`config.mk`:
```
export PLATFORM = sky130hd
export DESIGN_NAME = instr_fetch_unit
export DESIGN_NICKNAME = d
export VERILOG_FILES = /design/src/rtl/fetch_pkg.sv /design/src/rtl/fetch_fifo.sv /design/src/rtl/instr_fetch_unit.sv
export SDC_FILE = /design/constraint.sdc
export NUM_CORES = 1
export LEC_CHECK = 0
export BUFFER_PORTS_ARGS = -buffer_cell sky130_fd_sc_hd__buf_4
export CORE_MARGIN = 4
export CORE_UTILIZATION = 25
export DETAILED_ROUTE_END_ITERATION = 12
export PLACE_DENSITY = 0.47
export SLEW_MARGIN = 0
export SYNTH_ARGS = -nofsm -noshare
export SYNTH_HDL_FRONTEND = slang
export SYNTH_SLANG_ARGS = --single-unit
```
`constraint.sdc`:
```
create_clock -name clk -period 6.77 [get_ports clk]
set_input_delay 1.0155 -clock clk [delete_from_list [all_inputs] [get_ports clk]]
set_output_delay 1.0155 -clock clk [all_outputs]
set_load 0.05 [all_outputs]
```
`src/rtl/fetch_pkg.sv`:
```
// -----------------------------------------------------------------------------
// fetch_pkg
// Shared types and default widths for the instruction fetch unit.
//   fetch_state_e : fetch control state (RUN, FAULT)
//   fetch_entry_t : {instr, pc} entry held in the fetch buffer (default widths)
//   PC_W_DEF, INSTR_W_DEF, FIFO_DEPTH_DEF : default parameter values
//   cnt_width()   : width of an occupancy counter for a given depth
// -----------------------------------------------------------------------------
package fetch_pkg;

    localparam int PC_W_DEF       = 16;
    localparam int INSTR_W_DEF    = 32;
    localparam int FIFO_DEPTH_DEF = 2;

    typedef enum logic {
        RUN   = 1'b0,
        FAULT = 1'b1
    } fetch_state_e;

    typedef struct packed {
        logic [INSTR_W_DEF-1:0] instr;
        logic [PC_W_DEF-1:0]    pc;
    } fetch_entry_t;

    // An occupancy counter must be able to hold the value DEPTH itself.
    function automatic int cnt_width(input int depth);
        return $clog2(depth) + 1;
    endfunction

endpackage

```
`src/rtl/fetch_fifo.sv`:
```
// -----------------------------------------------------------------------------
// fetch_fifo
// Small synchronous FIFO, used both as the request tag queue and as the
// fetched-instruction buffer.
// Ports:
//   clk, rst   : clock, asynchronous active-high reset
//   push, data : write an entry (caller guarantees not full)
//   pop        : drop the head entry (caller guarantees not empty)
//   flush      : empty the FIFO; push/pop in the same cycle are ignored
//   head       : entry at the head (registered storage)
//   count      : current number of entries
// DEPTH must be a power of two so the pointers wrap naturally.
// -----------------------------------------------------------------------------
module fetch_fifo
    import fetch_pkg::*;
#(
    parameter int WIDTH = 8,
    parameter int DEPTH = 2,
    localparam int PW   = $clog2(DEPTH),
    localparam int CW   = $clog2(DEPTH) + 1
) (
    input  logic             clk,
    input  logic             rst,
    input  logic             push,
    input  logic [WIDTH-1:0] data,
    input  logic             pop,
    input  logic             flush,
    output logic [WIDTH-1:0] head,
    output logic [CW-1:0]    count
);

    logic [WIDTH-1:0] mem [DEPTH];
    logic [PW-1:0]    wr_ptr;
    logic [PW-1:0]    rd_ptr;

    always_ff @(posedge clk or posedge rst) begin
        if (rst) begin
            wr_ptr <= '0;
            rd_ptr <= '0;
            count  <= '0;
            for (int i = 0; i < DEPTH; i++) mem[i] <= '0;
        end else if (flush) begin
            wr_ptr <= '0;
            rd_ptr <= '0;
            count  <= '0;
        end else begin
            if (push) begin
                mem[wr_ptr] <= data;
                wr_ptr      <= wr_ptr + PW'(1);
            end
            if (pop) rd_ptr <= rd_ptr + PW'(1);
            count <= count + CW'(push) - CW'(pop);
        end
    end

    assign head = mem[rd_ptr];

endmodule

```
`src/rtl/instr_fetch_unit.sv`:
```
// -----------------------------------------------------------------------------
// instr_fetch_unit
// Fetch stage between the program counter and decode. Issues in-order
// instruction memory requests under a credit limit, tags each response with
// its PC, buffers {instr, pc} and hands it to decode. flush_i discards all
// wrong-path work; stale in-flight responses are dropped via drop_cnt.
// Optional feature: define FETCH_MISALIGN_TRAP_EN to trap misaligned PCs
// (sticky fetch_fault_o, cleared only by flush_i).
// Ports:
//   clk, rst                              : clock, async active-high reset
//   pc_i, flush_i, pc_advance_o           : program counter interface
//   imem_req_valid_o/ready_i, imem_addr_o : memory request channel
//   imem_rsp_valid_i, imem_rsp_data_i     : memory response channel
//   id_valid_o/ready_i, id_instr_o, id_pc_o : decode channel
//   fetch_fault_o                         : misaligned-PC fault
// -----------------------------------------------------------------------------
module instr_fetch_unit
    import fetch_pkg::*;
#(
    parameter int PC_WIDTH    = PC_W_DEF,
    parameter int INSTR_WIDTH = INSTR_W_DEF,
    parameter int FIFO_DEPTH  = FIFO_DEPTH_DEF
) (
    input  logic                   clk,
    input  logic                   rst,
    input  logic [PC_WIDTH-1:0]    pc_i,
    input  logic                   flush_i,
    output logic                   pc_advance_o,
    output logic                   imem_req_valid_o,
    input  logic                   imem_req_ready_i,
    output logic [PC_WIDTH-1:0]    imem_addr_o,
    input  logic                   imem_rsp_valid_i,
    input  logic [INSTR_WIDTH-1:0] imem_rsp_data_i,
    output logic                   id_valid_o,
    input  logic                   id_ready_i,
    output logic [INSTR_WIDTH-1:0] id_instr_o,
    output logic [PC_WIDTH-1:0]    id_pc_o,
    output logic                   fetch_fault_o
);

    localparam int CW = $clog2(FIFO_DEPTH) + 1;
    localparam int EW = INSTR_WIDTH + PC_WIDTH;

    fetch_state_e        state, state_nxt;
    logic [CW-1:0]       out_cnt;
    logic [CW-1:0]       buf_cnt;
    logic [CW-1:0]       drop_cnt;
    logic [PC_WIDTH-1:0] tag_head;
    logic [EW-1:0]       buf_head;
    logic                base_ok;
    logic                misalign;
    logic                accept;
    logic                rsp_take;
    logic                rsp_keep;
    logic                id_pop;

    // Credits come from registered counts only, so a same-cycle pop or
    // response never frees room for a request in that cycle.
    assign base_ok = !rst && !flush_i && (state == RUN)
                     && ((out_cnt + buf_cnt) < CW'(FIFO_DEPTH));

`ifdef FETCH_MISALIGN_TRAP_EN
    assign misalign = (pc_i[1:0] != 2'b00);
`else
    assign misalign = 1'b0;
`endif

    // State register
    always_ff @(posedge clk or posedge rst) begin
        if (rst) state <= RUN;
        else     state <= state_nxt;
    end

    // Next-state logic
    always_comb begin
        state_nxt = state;
`ifdef FETCH_MISALIGN_TRAP_EN
        case (state)
            RUN:     if (base_ok && misalign) state_nxt = FAULT;
            FAULT:   if (flush_i)             state_nxt = RUN;
            default: state_nxt = RUN;
        endcase
`else
        state_nxt = RUN;
`endif
    end

    // Output logic
    always_comb begin
        imem_req_valid_o = base_ok && !misalign;
`ifdef FETCH_MISALIGN_TRAP_EN
        fetch_fault_o    = (state == FAULT);
`else
        fetch_fault_o    = 1'b0;
`endif
    end

    assign imem_addr_o  = pc_i;
    assign pc_advance_o = imem_req_valid_o && imem_req_ready_i;
    assign accept       = pc_advance_o;

    // Every response retires one tag; it is kept only when no stale responses
    // remain to be dropped and no flush is discarding it this cycle.
    assign rsp_take = imem_rsp_valid_i && (out_cnt != '0);
    assign rsp_keep = rsp_take && (drop_cnt == '0) && !flush_i;
    assign id_pop   = id_valid_o && id_ready_i && !flush_i;

    fetch_fifo #(.WIDTH(PC_WIDTH), .DEPTH(FIFO_DEPTH)) u_tag_q (
        .clk   (clk),
        .rst   (rst),
        .push  (accept),
        .data  (pc_i),
        .pop   (rsp_take),
        .flush (1'b0),
        .head  (tag_head),
        .count (out_cnt)
    );

    fetch_fifo #(.WIDTH(EW), .DEPTH(FIFO_DEPTH)) u_buf_q (
        .clk   (clk),
        .rst   (rst),
        .push  (rsp_keep),
        .data  ({imem_rsp_data_i, tag_head}),
        .pop   (id_pop),
        .flush (flush_i),
        .head  (buf_head),
        .count (buf_cnt)
    );

    // On flush every request still in flight is wrong-path; one consumed in
    // the flush cycle itself is already gone, so it is not counted again.
    always_ff @(posedge clk or posedge rst) begin
        if (rst) begin
            drop_cnt <= '0;
        end else if (flush_i) begin
            drop_cnt <= out_cnt - CW'(rsp_take);
        end else if (rsp_take && (drop_cnt != '0)) begin
            drop_cnt <= drop_cnt - CW'(1);
        end
    end

    assign id_valid_o = (buf_cnt != '0);
    assign id_instr_o = buf_head[EW-1:PC_WIDTH];
    assign id_pc_o    = buf_head[PC_WIDTH-1:0];

endmodule

```
* Yosys cells after proc, flatten, opt, wreduce, memory -nomap -nowiden
Cells that the tools add are included.
** Storage, ports and cells
- Bits in registers :: 138
- Bits in latches :: 0
- RAM bits :: 0
- Bits in read-only memories :: 0
- Input bits :: 54
- Output and inout port bits :: 68
- Word-level logic and storage cells :: 74
- Memories :: 0
** Cells by class
- Add/subtract/negate cells :: 11
- Multiply operators :: 0
- Div/mod/pow operators :: 0
- Order comparisons :: 7
- Equal/unequal tests :: 0
- Shifts and indexed selects :: 0
- Muxes and demuxes :: 19
- Bitwise gates (word level) :: 5
- Reductions and logical operators :: 21
** Operators by type and width (count)
- two-way mux 48 bit :: 4
- bitwise mux 96 bit :: 1
- two-way mux 16 bit :: 4
- demux 48 bit (select 1 bit) :: 1
- bitwise mux 32 bit :: 1
- demux 16 bit (select 1 bit) :: 1
- nonzero test 2 bit :: 6
- logical AND 1 bit :: 11
- greater-or-equal comparator 2 bit (second input constant) :: 4
- NOT 1 -> 2 bit :: 4
- two-way mux 2 bit :: 3
- subtractor 2 x 1 -> 2 bit :: 3
- adder 1 bit (second input constant) :: 4
- adder 2 x 1 -> 2 bit :: 2
- < comparator 2 x 1 -> 1 bit (second input constant) :: 2
- two-way mux 1 bit :: 4
- adder 2 bit :: 1
- logical NOT 1 bit :: 2
- logical NOT 2 bit :: 1
- < comparator 2 bit (second input constant) :: 1
- AND reduction 2 bit :: 1
- subtractor 2 x 1 -> 2 bit (second input constant) :: 1
- NOT 1 bit :: 1

* Longest topological paths before layout
- Word-level depth :: 7
- Mapped depth :: 8
- Gate-level depth less buffers :: 8

* Hierarchy
Synthesis repeated with hierarchy kept, for this count alone.
** Second synthesis, totals
- Cell total of the unflattened synthesis :: 421
- Area, all modules :: 6331.1 µm²
** Modules (own cells, without submodules)
- fetch_fifo (u_buf_q) :: times used 1, cells an instance 273, area an instance 4371.7 µm², sequential area each 2502.4 µm²
- fetch_fifo (u_tag_q) :: times used 1, cells an instance 102, area an instance 1602.8 µm², sequential area each 900.9 µm²
- instr_fetch_unit :: times used 1, cells an instance 46, area an instance 356.6 µm², sequential area each 50.0 µm²

* Worst setup path before layout
Ideal clock, no wire load.
- Path type :: input-to-output
- Start point :: input port flush_i
- End point :: output port pc_advance_o
- Data arrival time :: 1954 ps
- Data required time :: 5754 ps
- Setup slack :: 3801 ps
- Stages :: 4
- Path buffers :: 1
- Path through :: clkbuf_8 a211oi_1 mux2_4 and2_2
** On the way
- Longest elaborated chain between the ends :: 4
** RTL lines
- from (decl) :: RTL line instr_fetch_unit.sv:27 : input logic flush_i,
- logical NOT 1 bit :: RTL line instr_fetch_unit.sv:59 : assign base_ok = !rst && !flush_i && (state == RUN)
- logical AND 1 bit :: RTL line instr_fetch_unit.sv:59
- logical AND 1 bit :: RTL line instr_fetch_unit.sv:60 : && ((out_cnt + buf_cnt) < CW'(FIFO_DEPTH));
- net imem_req_valid_o :: RTL line instr_fetch_unit.sv:29 : output logic imem_req_valid_o,
- logical AND 1 bit :: RTL line instr_fetch_unit.sv:99 : assign pc_advance_o = imem_req_valid_o && imem_req_ready_i;
- to (decl) :: RTL line instr_fetch_unit.sv:28 : output logic pc_advance_o,
The timed path passes the listed nets, and every way through them passes these cells.

* Worst setup path after layout
- Start point :: register u_buf_q.rd_ptr
- End point :: output port id_pc_o[5]
** On the way
- Longest elaborated chain between the ends :: 4
** RTL lines
- from (decl) :: RTL line fetch_fifo.sv:34 : logic [PW-1:0] rd_ptr;
- from (signal assigned) :: RTL line fetch_fifo.sv:51 : if (pop) rd_ptr <= rd_ptr + PW'(1);
- NOT 1 -> 2 bit (not written as such) :: RTL line fetch_fifo.sv:56 : assign head = mem[rd_ptr];
- two-way mux 48 bit (not written as such) (3 in series) :: RTL line fetch_fifo.sv:56
- to (decl) :: RTL line instr_fetch_unit.sv:37 : output logic [PC_WIDTH-1:0] id_pc_o,
Every way passes these cells. The select of a mux whose other input is x is not followed.

==> metrics.txt <==
status=finished, final reports clean; DIE WIDTH=167 um; reg2reg setup slack=4.42 ns; R2R cell count=6; Worst-Skew Late Latency=0.42 ns; Pleak=0.00377 uW; post-synth cell types=30; CP startpoint kind=register; CTS Hold Bufs=0; router iterations before antenna repair=5; CTS buffer count=17; Hold Path Class=register to register; DRT iter0 DRCs=74; CORE AREA=24,600 um2; FP Rows=57; via count=3,656; Post-CTS Setup Bufs=0; grt met2 use=16.4%; initial antenna violation count=0; busiest grt layer=met2; Clock Sinks=138; fin. max-slew vios=0; post-DR vias/cell=4.25; Final period util=47.4%; crit path capture=id_pc_o[5]; sequential fraction of the synthesis area=54.6%; Comb pwr share=43.3%; Internal Pwr Total=2500 uW; Max-slew headroom=32.8%; Worst Skew=0.0140 ns; ANT nets after route=0; PwrDens=507 nW/um2; Worst-path clk slew=0.06 ns; number of max-cap violations=0; setup TNS=0 ns; mux contribution to synthesized area=35.8%; routed length per instance=16.3 um; reg-to-reg critical path endpoint=u_buf_q.mem[82]$_DFFE_PP0P_; Yosys reg bits=138; clock network power share=22.0%; root buf cell=clkbuf_16; Data arrival, critical path=2.19 ns; commonest non-fill, non-tap cells in the layout=172 x mux2_2, 137 x dfrtp_1, 126 x buf_4; Post-CTS Resized=0; GRT Util Overall=10.1%; share of cells above drive strength 1=67.2%; Nets=582; die area=27,900 um2; Final Cell Area=7980 um2; fmax=312 MHz; Placed Instance Area=7400 um2; WS Path Type=register to output port; Mapped Cells=417; CTS max path bufs=2; switching share of power=38.0%; Reg power frac=34.6%; H-Tree Depth=4; met1 usage=12.6%; commonest non-fill, non-tap cell in the layout=mux2_2; final WL=14.0 mm; Synth Area in Compound Gates=0.455%; Syn Nets=476; Die Y=167 um; syn avg cell area=15.2 um2; xor/xnor share of the synthesized area=1.39%; crit path from=u_buf_q.rd_ptr$_DFFE_PP0P_; RR Startpoint=drop_cnt[0]$_DFFE_PP0P_; DPL Wire Length=8.98 mm; Final min period=3.21 ns; Global Route met3 Usage=3.29%; largest family of logic cells by synthesized area=multiplexers; RSZ-0062 raised after global routing=no; Synthesis Warnings=0; area delta synth->final=26.1%; largest net degree at the start of global routing=80; CP Max Fanout=39; Worst-Margin Slew=1.01 ns; Remaining Overflow, GRT=0; simple logic cell fraction of the synthesized area=1.68%; Antenna Cells=0; Ports=122; final count of negative-setup-slack endpoints=0; CTS tree=built; vias in the first global route=4,138; Hold Vio Cnt, Final=0; DR DRC count=0; Initial Util=25.7%; global-route wire length before repair=22.2 mm; crit end category=output port; adder-cell share of the synthesized area=0.990%; synthesized area=6320 um2; RePlAce Congestion=0.704; NetSw=1540 uW; Peak supply drop=0.000185 V; input/output buffers=120; CP required=5.75 ns
-- synth_stat cells, drive strengths merged --
cell	instances	area, um2
nor3	2	10.0
a21oi	1	5.00
and4bb	1	12.5
and2	1	7.51
ha	5	62.6
xor2	4	35.0
buf	36	267
mux2	193	2250
inv	8	30.0
mux2i	1	10.0
dfrtp	138	3450
xnor2	6	52.6
o21a	1	7.51
o21ai	1	8.76
or2	1	6.26
a211oi	1	7.51
conb	1	3.75
clkbuf	3	21.3
nor2b	2	12.5
nor2	5	18.8
and3	1	6.26
and3b	1	8.76
nand2	3	11.3
nor3b	1	12.5
-- critical path, cell delays in order, from the launching register on --
cell,delay [ns]
dfrtp_2,0.52
buf_4,0.58
mux2_2,0.45
buf_4,0.20
-- registers in the layout, indices dropped and copies added (netlist names) --
name and count:
drop_cnt 2, u_buf_q.count 2, u_buf_q.mem 96, u_buf_q.rd_ptr 1
u_buf_q.wr_ptr 1, u_tag_q.count 2, u_tag_q.mem 32, u_tag_q.rd_ptr 1
u_tag_q.wr_ptr 1
-- worst min path at each step --
stage                                     start                     endpoint  cells after the start
floorplan            u_tag_q.wr_ptr$_DFFE_PP0N_   u_tag_q.wr_ptr$_DFFE_PP0N_                      1
global placement     u_tag_q.wr_ptr$_DFFE_PP0N_   u_tag_q.wr_ptr$_DFFE_PP0N_                      1
detailed placement  u_buf_q.mem[35]$_DFFE_PP0P_  u_buf_q.mem[35]$_DFFE_PP0P_                      1
CTS                 u_buf_q.mem[35]$_DFFE_PP0P_  u_buf_q.mem[35]$_DFFE_PP0P_                      1
global route        u_tag_q.mem[26]$_DFFE_PP0P_  u_tag_q.mem[26]$_DFFE_PP0P_                      1
finish               u_tag_q.wr_ptr$_DFFE_PP0N_   u_tag_q.wr_ptr$_DFFE_PP0N_                      1
-- per-stage QoR --
step	utilization (%)	power [uW]	setup slack, ns	cells	hold slack [ns]
2_1_floorplan	-	2720	2.06	417	0.448
3_3_place_gp	30.1	3140	3.66	828	0.465
3_5_place_dp	30.1	3200	3.65	828	0.487
4_1_cts	32.4	4120	3.47	860	0.500
5_1_grt	32.4	4270	3.46	860	0.507
6_report	32.4	4040	3.56	860	0.494
-- routing by layer --
| metal | wire, um | part of all wire [%] |
|---|---|---|
| met5 | 0 | 0 |
| met4 | 150 | 1.1 |
| met3 | 709 | 5.1 |
| met2 | 6920 | 49 |
| met1 | 6200 | 44 |
-- area by class of cell --
| class | instances | area [um2] |
|---|---|---|
| clock buffers | 19 | 453 |
| clock inverters | 13 | 120 |
| repair buffers | 126 | 946 |
| fillers | 2448 | 16600 |
| flip-flops and latches | 138 | 3450 |
| inverters | 8 | 35.0 |
| multi-input cells | 232 | 2560 |
| well taps | 324 | 405 |
-- cells by family after synthesis --
logic type | Yosys count
mux | 194
flops | 138
buf+inv | 47
simple gates | 18
xor+xnor | 10
fa+ha+maj | 5
compound gates | 4
other cells | 1
-- power by group through the flow --
stage          Sequential, uW  Combinational, uW  Clock, uW
2_1_floorplan            1330               1390          0
3_3_place_gp             1390               1750          0
3_5_place_dp             1420               1780          0
4_1_cts                  1410               1790        926
5_1_grt                  1450               1870        958
6_report                 1400               1750        890
Note: power is estimated with default switching activity, not from simulation.
